File: src/rtl/la_capture_ctrl.sv
// -----------------------------------------------------------------------------
// la_capture_ctrl
//
// Capture sequencer for the logic-analyzer sample buffer (2^AW x DW dual-port
// RAM). It runs arm -> pre-trigger fill -> trigger search -> post-trigger fill,
// and drives the RAM write port one clock after each accepted sample strobe.
//
// Ports:
//   clk, rst        clock, synchronous active-high reset
//   sample_en, din  sample strobe and channel sample
//   arm, abort      start / cancel a capture (abort wins over arm)
//   force_trig      trigger on the next sample while searching
//   pre_num         pre-trigger sample count, latched on arm
//   trig_mask/val   per-channel participation and level/edge polarity
//   trig_edge       0 = level match, 1 = edge match
//   wr_en/addr/data RAM write port (registered, 1 clk after sample_en)
//   start_addr      buffer address of the trigger sample
//   trigger_en      capture busy (PRE, WAIT_TRIG, POST)
//   done            one-cycle pulse when a capture completes
//   state           current state code for CPU status
// -----------------------------------------------------------------------------
module la_capture_ctrl #(
  parameter int DW = 8,
  parameter int AW = 10
) (
  input  logic          clk,
  input  logic          rst,
  input  logic          sample_en,
  input  logic [DW-1:0] din,
  input  logic          arm,
  input  logic          abort,
  input  logic          force_trig,
  input  logic [AW-1:0] pre_num,
  input  logic [DW-1:0] trig_mask,
  input  logic [DW-1:0] trig_val,
  input  logic          trig_edge,
  output logic          wr_en,
  output logic [AW-1:0] wr_addr,
  output logic [DW-1:0] wr_data,
  output logic [AW-1:0] start_addr,
  output logic          trigger_en,
  output logic          done,
  output logic [2:0]    state
);

  typedef enum logic [2:0] {
    IDLE      = 3'd0,
    PRE       = 3'd1,
    WAIT_TRIG = 3'd2,
    POST      = 3'd3,
    DONE      = 3'd4
  } state_t;

  state_t state_q, state_d;

  // Capture configuration latched on arm.
  logic [AW-1:0] pre_num_q;
  logic [DW-1:0] mask_q, val_q;
  logic          edge_q;

  // Sequencing state.
  logic [AW-1:0] wr_ptr;
  logic [AW-1:0] pre_cnt;
  logic [AW:0]   post_cnt;
  logic [DW-1:0] din_prev;
  logic          prev_valid;
  logic          force_pend;

  logic          active, do_arm, do_write;
  logic          level_hit, edge_hit, hit;
  logic [AW-1:0] pre_cnt_inc;
  logic [AW:0]   post_cnt_inc, post_target;

  assign active   = (state_q == PRE) || (state_q == WAIT_TRIG) || (state_q == POST);
  assign do_arm   = arm && !abort && ((state_q == IDLE) || (state_q == DONE));
  // A sample arriving with abort is dropped.
  assign do_write = sample_en && active && !abort;

  assign pre_cnt_inc  = pre_cnt + AW'(1);
  assign post_cnt_inc = post_cnt + (AW+1)'(1);
  // Post-trigger length including the trigger sample: 2^AW - pre_num, 1..2^AW.
  assign post_target  = {1'b1, {AW{1'b0}}} - {1'b0, pre_num_q};

  assign level_hit = ((din ^ val_q) & mask_q) == '0;
  assign edge_hit  = level_hit && prev_valid && (((din ^ din_prev) & mask_q) != '0);
  // An empty mask matches immediately in both modes; a pending or same-cycle
  // force_trig turns the current sample into the trigger sample.
  assign hit = (mask_q == '0) || force_pend || force_trig ||
               (edge_q ? edge_hit : level_hit);

  assign trigger_en = active;
  assign state      = state_q;

  // Next-state logic.
  always_comb begin
    // NOTE: every always_comb output gets a default first so no path can
    // leave it unassigned and infer a latch.
    state_d = state_q;
    if (abort) begin
      state_d = IDLE;
    end else begin
      case (state_q)
        IDLE, DONE: if (arm) state_d = (pre_num == '0) ? WAIT_TRIG : PRE;
        PRE:        if (sample_en && (pre_cnt_inc == pre_num_q)) state_d = WAIT_TRIG;
        WAIT_TRIG:  if (sample_en && hit)
                      state_d = (post_target == (AW+1)'(1)) ? DONE : POST;
        POST:       if (sample_en && (post_cnt_inc == post_target)) state_d = DONE;
        default:    state_d = IDLE;
      endcase
    end
  end

  // NOTE: sequential state uses non-blocking assignments only, so every
  // register samples the pre-edge values of the others.
  always_ff @(posedge clk) begin
    if (rst) state_q <= IDLE;
    else     state_q <= state_d;
  end

  // Datapath: write port, counters, trigger history and configuration.
  always_ff @(posedge clk) begin
    if (rst) begin
      wr_en      <= 1'b0;
      wr_addr    <= '0;
      wr_data    <= '0;
      start_addr <= '0;
      done       <= 1'b0;
      wr_ptr     <= '0;
      pre_cnt    <= '0;
      post_cnt   <= '0;
      din_prev   <= '0;
      prev_valid <= 1'b0;
      force_pend <= 1'b0;
      pre_num_q  <= '0;
      mask_q     <= '0;
      val_q      <= '0;
      edge_q     <= 1'b0;
    end else begin
      wr_en <= do_write;
      done  <= (state_d == DONE) && (state_q != DONE);

      if (do_write) begin
        wr_data    <= din;
        wr_addr    <= wr_ptr;
        wr_ptr     <= wr_ptr + AW'(1);
        din_prev   <= din;
        prev_valid <= 1'b1;
      end

      if (do_arm) begin
        pre_num_q  <= pre_num;
        mask_q     <= trig_mask;
        val_q      <= trig_val;
        edge_q     <= trig_edge;
        wr_ptr     <= '0;
        wr_addr    <= '0;
        pre_cnt    <= '0;
        post_cnt   <= '0;
        prev_valid <= 1'b0;
        force_pend <= 1'b0;
      end

      case (state_q)
        PRE: if (do_write) pre_cnt <= pre_cnt_inc;
        WAIT_TRIG: begin
          if (do_write) begin
            force_pend <= 1'b0;
            if (hit) begin
              start_addr <= wr_ptr;
              post_cnt   <= (AW+1)'(1);
            end
          end else if (force_trig) begin
            force_pend <= 1'b1;
          end
        end
        POST: if (do_write) post_cnt <= post_cnt_inc;
        default: ;
      endcase

      if (abort) force_pend <= 1'b0;
    end
  end

endmodule

File: config.mk
export PLATFORM = sky130hd
export DESIGN_NAME = la_capture_ctrl
export DESIGN_NICKNAME = d
export VERILOG_FILES = /design/src/rtl/la_capture_ctrl.sv
export SDC_FILE = /design/constraint.sdc
export NUM_CORES = 1
export LEC_CHECK = 0
export CAP_MARGIN = 20
export CORE_MARGIN = 2
export CORE_UTILIZATION = 45
export DETAILED_ROUTE_END_ITERATION = 16
export PLACE_DENSITY = 0.68
export SYNTH_ARGS = -nofsm -noshare
export SYNTH_HDL_FRONTEND = slang
export SYNTH_SLANG_ARGS = --single-unit
File: constraint.sdc
create_clock -name clk -period 3.8 [get_ports clk]
set_input_delay 0.76 -clock clk [delete_from_list [all_inputs] [get_ports clk]]
set_output_delay 0.76 -clock clk [all_outputs]
set_load 0.03 [all_outputs]
==> Yosys cells after proc, flatten, opt, wreduce, memory -nomap -nowiden <==
Cells that the tools add are included.
{ "classes": {"n_reduce_logical": 26, "bitwise_logic": 4, "eq_ne": 9, "n_addsub": 4, "n_mux": 21} }
{ "op_table": {"columns": ["operator", "n"], "rows": [
  ["11-bit 2-to-1 mux", 4],
  ["10-bit 2-to-1 mux", 3],
  ["11-bit one-hot mux with 2 select lines", 1],
  ["10-bit by 1-bit adder with 10-bit output (second input constant)", 2],
  ["3-bit 2-to-1 mux", 6],
  ["8-bit bitwise AND", 2],
  ["8-bit zero test", 2],
  ["8-bit XOR", 2],
  ["3-bit one-hot mux with 4 select lines", 1],
  ["11-bit by 1-bit adder with 11-bit output (second input constant)", 1],
  ["11-bit by 1-bit equality test with 1-bit output (second input constant)", 1],
  ["11-bit equality test", 1],
  ["11-bit by 10-bit subtractor with 11-bit output (first input constant)", 1],
  ["10-bit equality test", 1],
  ["1-bit logical AND", 10],
  ["10-bit zero test", 1],
  ["8-bit nonzero test", 1],
  ["3-bit by 2-bit equality test with 1-bit output (second input constant)", 2],
  ["3-bit equality test (second input constant)", 2],
  ["1-bit logical OR", 6],
  ["2-bit OR reduction", 3],
  ["1-bit 2-to-1 mux", 5],
  ["3-bit by 1-bit equality test with 1-bit output (second input constant)", 1],
  ["3-bit zero test", 1],
  ["4 further kinds", 4]
]} }
{ "totals": {"word_cells": 79, "output_inout_bits": 34, "regBits": 93, "inputBits": 41} }

==> Longest topological paths before layout <==
Gate-level depths: netlist (run 1).
{ "logic_depth": {"word_depth": 13, "ltp_mapped": 11} }

==> Least setup slack after synthesis (run 1) <==
OpenSTA, ideal clock, no wires.
{ "synth_path": {"kind": "input port to flip-flop", "startpoint": "in arm", "endpoint": "reg post_cnt[6]", "arrival_ns": 2.212, "setup_time_ns": 0.117, "n_path_buf": 1, "cell_stages": 8, "slack_ns": 1.470, "cell_sequence": "or3b_1 or2_1 clkbuf_1 nand2b_1 nand2_1 a32o_1 nand2b_1 a32o_1"} }
{ "synth_between": {"elab_chain_cells": 6} }
{ "synth_rtl": {"columns": ["element", "line_no", "rtl"], "rows": [
  ["start, declared", "30", "input logic arm,"],
  ["1-bit logical AND * (2 in a row)", "75", "assign do_arm = arm && !abort && ((state_q == IDLE) || (state_q == DONE));"],
  ["11-bit 2-to-1 mux *", "150", "if (do_arm) begin"],
  ["11-bit 2-to-1 mux", "168", "if (hit) begin"],
  ["11-bit 2-to-1 mux", "166", "if (do_write) begin"],
  ["11-bit one-hot mux with 2 select lines *", "163", "case (state_q)"],
  ["end signal, assigned", "170", "post_cnt <= (AW+1)'(1);"],
  ["end signal, assigned", "176", "POST: if (do_write) post_cnt <= post_cnt_inc;"],
  ["end, declared", "64", "logic [AW:0] post_cnt;"]
]} }
Mark *: on every way between the ends. The rest lies on a longest branch, timed or not.
A chain may end at the register's enable or synchronous reset.

==> Final worst setup path (run 1) <==
{ "layout_path": {"startpoint": "in sample_en", "endpoint": "reg start_addr[9]"} }
{ "layout_between": {"elab_chain_cells": 3} }
{ "layout_rtl": {"columns": ["element", "line_no", "rtl"], "rows": [
  ["start, declared", "28", "input logic sample_en,"],
  ["1-bit logical AND (2 in a row)", "77", "assign do_write = sample_en && active && !abort;"],
  ["3-bit AND reduction (no line)", null, null],
  ["end signal, assigned", "169", "start_addr <= wr_ptr;"],
  ["end, declared", "40", "output logic [AW-1:0] start_addr,"]
]} }
No other way between the ends.

==> impl_metrics.yaml, run 1 <==
status:
  status: "complete, no violations"
synth:
  ys.flop_type: "dfxtp_1"
  yosysSeqAreaShare: 0.370
  ys_types: 70
  syn_avg_cell_area_um2: 7.84
  synth_warnings: 0
  async_flop_share: 0
  syn_area_mm2: 0.00503
  syn-num-nets: 687
  ys_ff_latch: 93
  synth_edf_count: 0
  netlist_instances: 641
worst_setup_path:
  r2r.worst_path.cells: 9
  cp-start-kind: "input pin"
  end_kind: "flop"
  crit_required_ns: 4.07
  arrival_ns: 3.31
  path_class: "in2reg"
  critPathMaxFanout: 11
clock_network:
  cts_sinks: 93
  cts_buffers: 9
  clock_latency_ns: 0.39
  cts_tree: "built"
  clk_pin_slew_worst_paths_ns: 0.10
  ctsResizeCount: 0
  clk_path_buf_depth: 2
  post_cts_buffers: 0
  h-tree-depth: 3
  cts-root-buf: "clkbuf_8"
  postCtsHoldBufs: 0
placement:
  gp_congestion: 0.883
  postPlaceCellArea_mm2: 0.00585
  hpwl_um: 9610
  pre_cts_ws_ns: 0.327
  io_buffers: 74
  dp.cells: 823
power_and_ir_drop:
  p_sw_uw: 543
  switching_share: 0.277
  clkPwrFrac: 0.353
  cellPowerDensity_mw_per_mm2: 324
  p_comb_frac: 0.127
  p_leak_uw: 0.00206
  p_int_uw: 1420
  power_frac_seq: 0.519
  ir_drop_v: 0.000245
  design_power_total_uw: 1960
timing:
  setup_violations: 0
  rsz0062_at_grt: "no"
  slew_viol_final: 0
  timing.fmax_ghz: 0.329
  worst_pin_slew_ns: 0.993
  finalHoldViolCount: 0
  final.setup.worst_slack_ns: 0.760
  slew_headroom: 0.334
  period_share: 0.800
  finalClockSkew_ns: 0.0156
  fin_crit_ns: 3.04
  fin_setup_tns_ns: 0
route:
  ant_nets: 0
  drt-vias-per-instance: 5.64
  via_count: 4736
  wire_per_inst_um: 15.9
  drt-pass1-iter-count: 5
  first_iter_violations: 320
  wirelength_um: 13300
  route.detailed.drc: 0
floorplan:
  fp.dieArea_mm2: 0.0120
  die_w_um: 110
  ioPinCount: 75
  die_h_um: 110
  core_area_mm2: 0.0109
  rows: 38
  initial_core_util: 0.462
global_route:
  grt_max_degree: 53
  antenna_found_initial: 0
  overflow: 0
  grt_pass1_wl_um: 21800
  first_global_vias: 4442
  grt.total_usage: 0.232
flow_run:
  drv_cap: 0
final_layout:
  layout_commonest_cell: "nand2_1"
  drive_above_1_share: 0.0601
  instances_no_fill: 839
  final_area_mm2: 0.00604
  final_cell_mix: "nand2_1 (123), dfxtp_1 (93), a21oi_1 (77)"
  area_delta_synth_final_pct: 20.2
  fillers: 1013
  antenna_cells: 0
  fin_nets: 740
hold_path:
  hold_path_depth: 2
  hold_path.class: "reg2reg"
cells by family after synthesis:
kind of cell    count (synthesis)  share of synthesized area
simple gates                  278                      0.272
mux                            11                     0.0219
buf+inv                        50                     0.0416
flops                          93                      0.370
xor+xnor                       53                     0.0995
fa+ha+maj                       5                     0.0124
compound gates                151                      0.182
per-layer routing:
layer | track usage | share of wire | vias to the layer above
met5 | 0 | 0 | -
met4 | 0.0931 | 0.030 | 0
met3 | 0.0563 | 0.066 | 25
met2 | 0.375 | 0.46 | 155
met1 | 0.298 | 0.45 | 2211
li1 | - | - | 2345
worst max-delay path: stages:
cell and delay (ns):
clkdlybuf4s50_1 0.63, inv_1 0.14, or3_1 0.56, nor3_2 0.88, mux2i_1 0.28, nor2_1 0.05
power groups by stage:
stage / Sequential, uW / Combinational [uW] / Clock [uW]
after floorplan: 1030 / 167 / 0
after global placement: 1040 / 242 / 0
after detailed placement: 1040 / 248 / 0
after CTS: 1020 / 249 / 705
after global routing: 1020 / 273 / 741
final: 1020 / 249 / 693
synth_stat cells, types with 8 or more instances:
cell type | number | share of area
a21oi_1 | 77 | 0.077
clkbuf_1 | 27 | 0.020
dfxtp_1 | 93 | 0.37
inv_1 | 9 | 0.0067
mux2i_1 | 11 | 0.022
nand2_1 | 123 | 0.092
nand3_1 | 18 | 0.018
nand4_1 | 8 | 0.010
nor2_1 | 48 | 0.036
nor3_1 | 10 | 0.010
o21ai_0 | 22 | 0.022
or3_1 | 9 | 0.011
xnor2_1 | 22 | 0.038
xor2_1 | 27 | 0.047
area by class of cell:
type	instances	area, um2	share of cell area
multi-input cells	498	2970	0.492
flip-flops and latches	93	1860	0.308
repair buffers	83	803	0.133
well taps	140	175	0.0290
clock buffers	10	128	0.0211
clock inverters	6	68.8	0.0114
inverters	9	33.8	0.00559
per-stage QoR:
| step | util | hold WS (ns) |
|---|---|---|
| floorplan | - | 0.441 |
| global placement | 0.537 | 0.446 |
| detailed placement | 0.537 | 0.449 |
| CTS | 0.555 | 0.463 |
| global route | 0.555 | 0.476 |
| finish | 0.555 | 0.461 |
flip-flops by register name, indices dropped and copies added, names as in the netlist, 3 cells and up:
register,cells
mask_q,8
val_q,8
wr_addr,10
pre_num_q,10
state,3
start_addr,10
wr_ptr,10
din_prev,8
pre_cnt,10
post_cnt,11
final timing paths:
| check | startpoint | endpoint | slack [ns] |
|---|---|---|---|
| min | wr_addr[8]$_SDFFE_PP0P_ | wr_addr[8]$_SDFFE_PP0P_ | 0.46 |
| max | sample_en | start_addr[9]$_SDFFE_PP0P_ | 0.76 |
| min reg2reg | wr_addr[8]$_SDFFE_PP0P_ | wr_addr[8]$_SDFFE_PP0P_ | 0.46 |
| max reg2reg | pre_num_q[0]$_SDFFE_PP0P_ | done$_SDFF_PP0_ | 1.04 |
Note: power is estimated with default switching activity, not from simulation.
==> run 2: changes to the inputs <==
--- a/config.mk
+++ b/config.mk
@@ -9,7 +9,7 @@
 export CORE_MARGIN = 2
 export CORE_UTILIZATION = 45
 export DETAILED_ROUTE_END_ITERATION = 16
-export PLACE_DENSITY = 0.68
+export PLACE_DENSITY = 0.71
 export SYNTH_ARGS = -nofsm -noshare
 export SYNTH_HDL_FRONTEND = slang
 export SYNTH_SLANG_ARGS = --single-unit
==> constraint.sdc (replaced) <==
create_clock -name clk -period 2.65 [get_ports clk]
set_input_delay 0.53 -clock clk [delete_from_list [all_inputs] [get_ports clk]]
set_output_delay 0.53 -clock clk [all_outputs]
set_load 0.03 [all_outputs]
==> run 2 against run 1 <==
Register-to-register slack worse by 0.84 ns. Sequential power rose by 42%. Routed wire length up 0.79%. Non-clock buffer count rose by 17. First-iteration DRC count fell by 13%. Hold slack lost 0.0016 ns. Worst setup slack lost 0.58 ns. Core utilization up 1.5 points.
==> impl_metrics.yaml, run 2 (synthesized netlist as in run 1, its figures left out) <==
status:
  status: "complete, no violations"
power_and_ir_drop:
  design_power_total_uw: 2890
  p_leak_uw: 0.00216
  ir_drop_v: 0.000369
  cellPowerDensity_mw_per_mm2: 466
route:
  wire_per_inst_um: 15.7
  first_iter_violations: 278
  drt-vias-per-instance: 5.64
  via_count: 4826
  route.detailed.drc: 0
  ant_nets: 0
  wirelength_um: 13400
  drt-pass1-iter-count: 5
final_layout:
  area_delta_synth_final_pct: 23.3
  fin_nets: 757
  final_cell_mix: "nand2_1 (123), dfxtp_1 (93), a21oi_1 (77)"
  largest_reg_flops: 11
  final_area_mm2: 0.00620
  drive_above_1_share: 0.0839
  antenna_cells: 0
  layout_commonest_cell: "nand2_1"
  regMostFlops: "post_cnt"
clock_network:
  clk_pin_slew_worst_paths_ns: 0.09
  clk_path_buf_depth: 2
  cts_tree: "built"
  cts_sinks: 93
  cts_buffers: 9
  h-tree-depth: 3
  clock_latency_ns: 0.38
  post_cts_buffers: 0
  cts-root-buf: "clkbuf_8"
placement:
  postPlaceCellArea_mm2: 0.00599
  hpwl_um: 9720
  gp_congestion: 0.883
  io_buffers: 74
worst_setup_path:
  timing.rr.start: "post_cnt[0]$_SDFF_PP0_"
  critPathMaxFanout: 8
  end_kind: "primary output"
  arrival_ns: 1.94
  cp-start-kind: "flop"
  critPathLaunch: "state[1]$_SDFF_PP0_"
  crit_required_ns: 2.12
  path_class: "reg2out"
global_route:
  gr-usage-met2: 0.383
  grtUsageMet1: 0.291
  grt.total_usage: 0.231
  first_global_vias: 4579
  grt_max_degree: 35
  antenna_found_initial: 0
  overflow: 0
  grt_pass1_wl_um: 21800
  met3_usage: 0.0575
  gr-max-usage-layer: "met2"
floorplan:
  rows: 38
  die_h_um: 110
  initial_core_util: 0.462
  core_area_mm2: 0.0109
  die_w_um: 110
  fp.dieArea_mm2: 0.0120
  ioPinCount: 75
timing:
  rsz0062_at_grt: "no"
  timing.fmax_ghz: 0.404
  slew_headroom: 0.559
  setup_violations: 0
  slew_viol_final: 0
  finalHoldViolCount: 0
  fin_crit_ns: 2.47
  worst_pin_slew_ns: 0.659
  period_share: 0.933
  finalClockSkew_ns: 0.00657
flow_run:
  drv_cap: 0
hold_path:
  hold_path.class: "reg2reg"
  min_from: "wr_addr[8]$_SDFFE_PP0P_"
-- run 2: path summary, 6_finish.rpt --
| path | end | slack, ns | depth (start not counted) |
|---|---|---|---|
| hold reg to reg | wr_addr[8]$_SDFFE_PP0P_ | 0.46 | 2 |
| setup reg to reg | done$_SDFF_PP0_ | 0.20 | 8 |
| hold / removal | wr_addr[8]$_SDFFE_PP0P_ | 0.46 | 2 |
| setup / recovery | trigger_en | 0.18 | 3 |
-- run 2: cell type report --
type	count	area, um2
clock inverters	6	87.6
flip-flops and latches	93	1860
inverters	9	33.8
multi-input cells	498	2980
well taps	140	175
clock buffers	9	124
repair buffers	100	943
fillers	996	4690
-- run 2: where the power goes --
part / internal, uW / switching, uW / total (uW)
combinational: 183 / 203 / 385
sequential: 1420 / 33.4 / 1450
clock: 528 / 523 / 1050
-- run 2: metal layers --
layer | wire length [um] | share of wire
met5 | 0 | 0
met2 | 6330 | 0.47
met1 | 6100 | 0.45
met4 | 303 | 0.023
met3 | 702 | 0.052
-- run 2: worst max-delay path, stage by stage (launching register included) --
cell and delay, ns:
dfxtp_1 0.51, o21bai_1 0.21, inv_1 0.16, clkdlybuf4s50_1 0.69
-- run 2: timing repair --
item	in CTS	in global routing
gates resized for setup	0	2
hold buffers	0	0
endpoints found under the setup margin	0	1
-- run 2: through the flow --
step	util	cells	worst slack, ns	TNS [ns]	hold slack (ns)
finish	0.570	855	0.177	0	0.460
global route	0.570	855	0.0134	0	0.484
CTS	0.569	855	0.133	0	0.463
detailed placement	0.550	840	-0.166	-3.01	0.450
global placement	0.550	840	-0.107	-1.71	0.447
floorplan	-	641	0.357	0	0.441
==> run 3: changes to the inputs <==
--- a/config.mk
+++ b/config.mk
@@ -10,6 +10,7 @@
 export CORE_UTILIZATION = 45
 export DETAILED_ROUTE_END_ITERATION = 16
 export PLACE_DENSITY = 0.71
+export SLEW_MARGIN = 40
 export SYNTH_ARGS = -nofsm -noshare
 export SYNTH_HDL_FRONTEND = slang
 export SYNTH_SLANG_ARGS = --single-unit
==> results of run 3 <==
The final DEF is identical to that of run 2; final timing and power are the same.
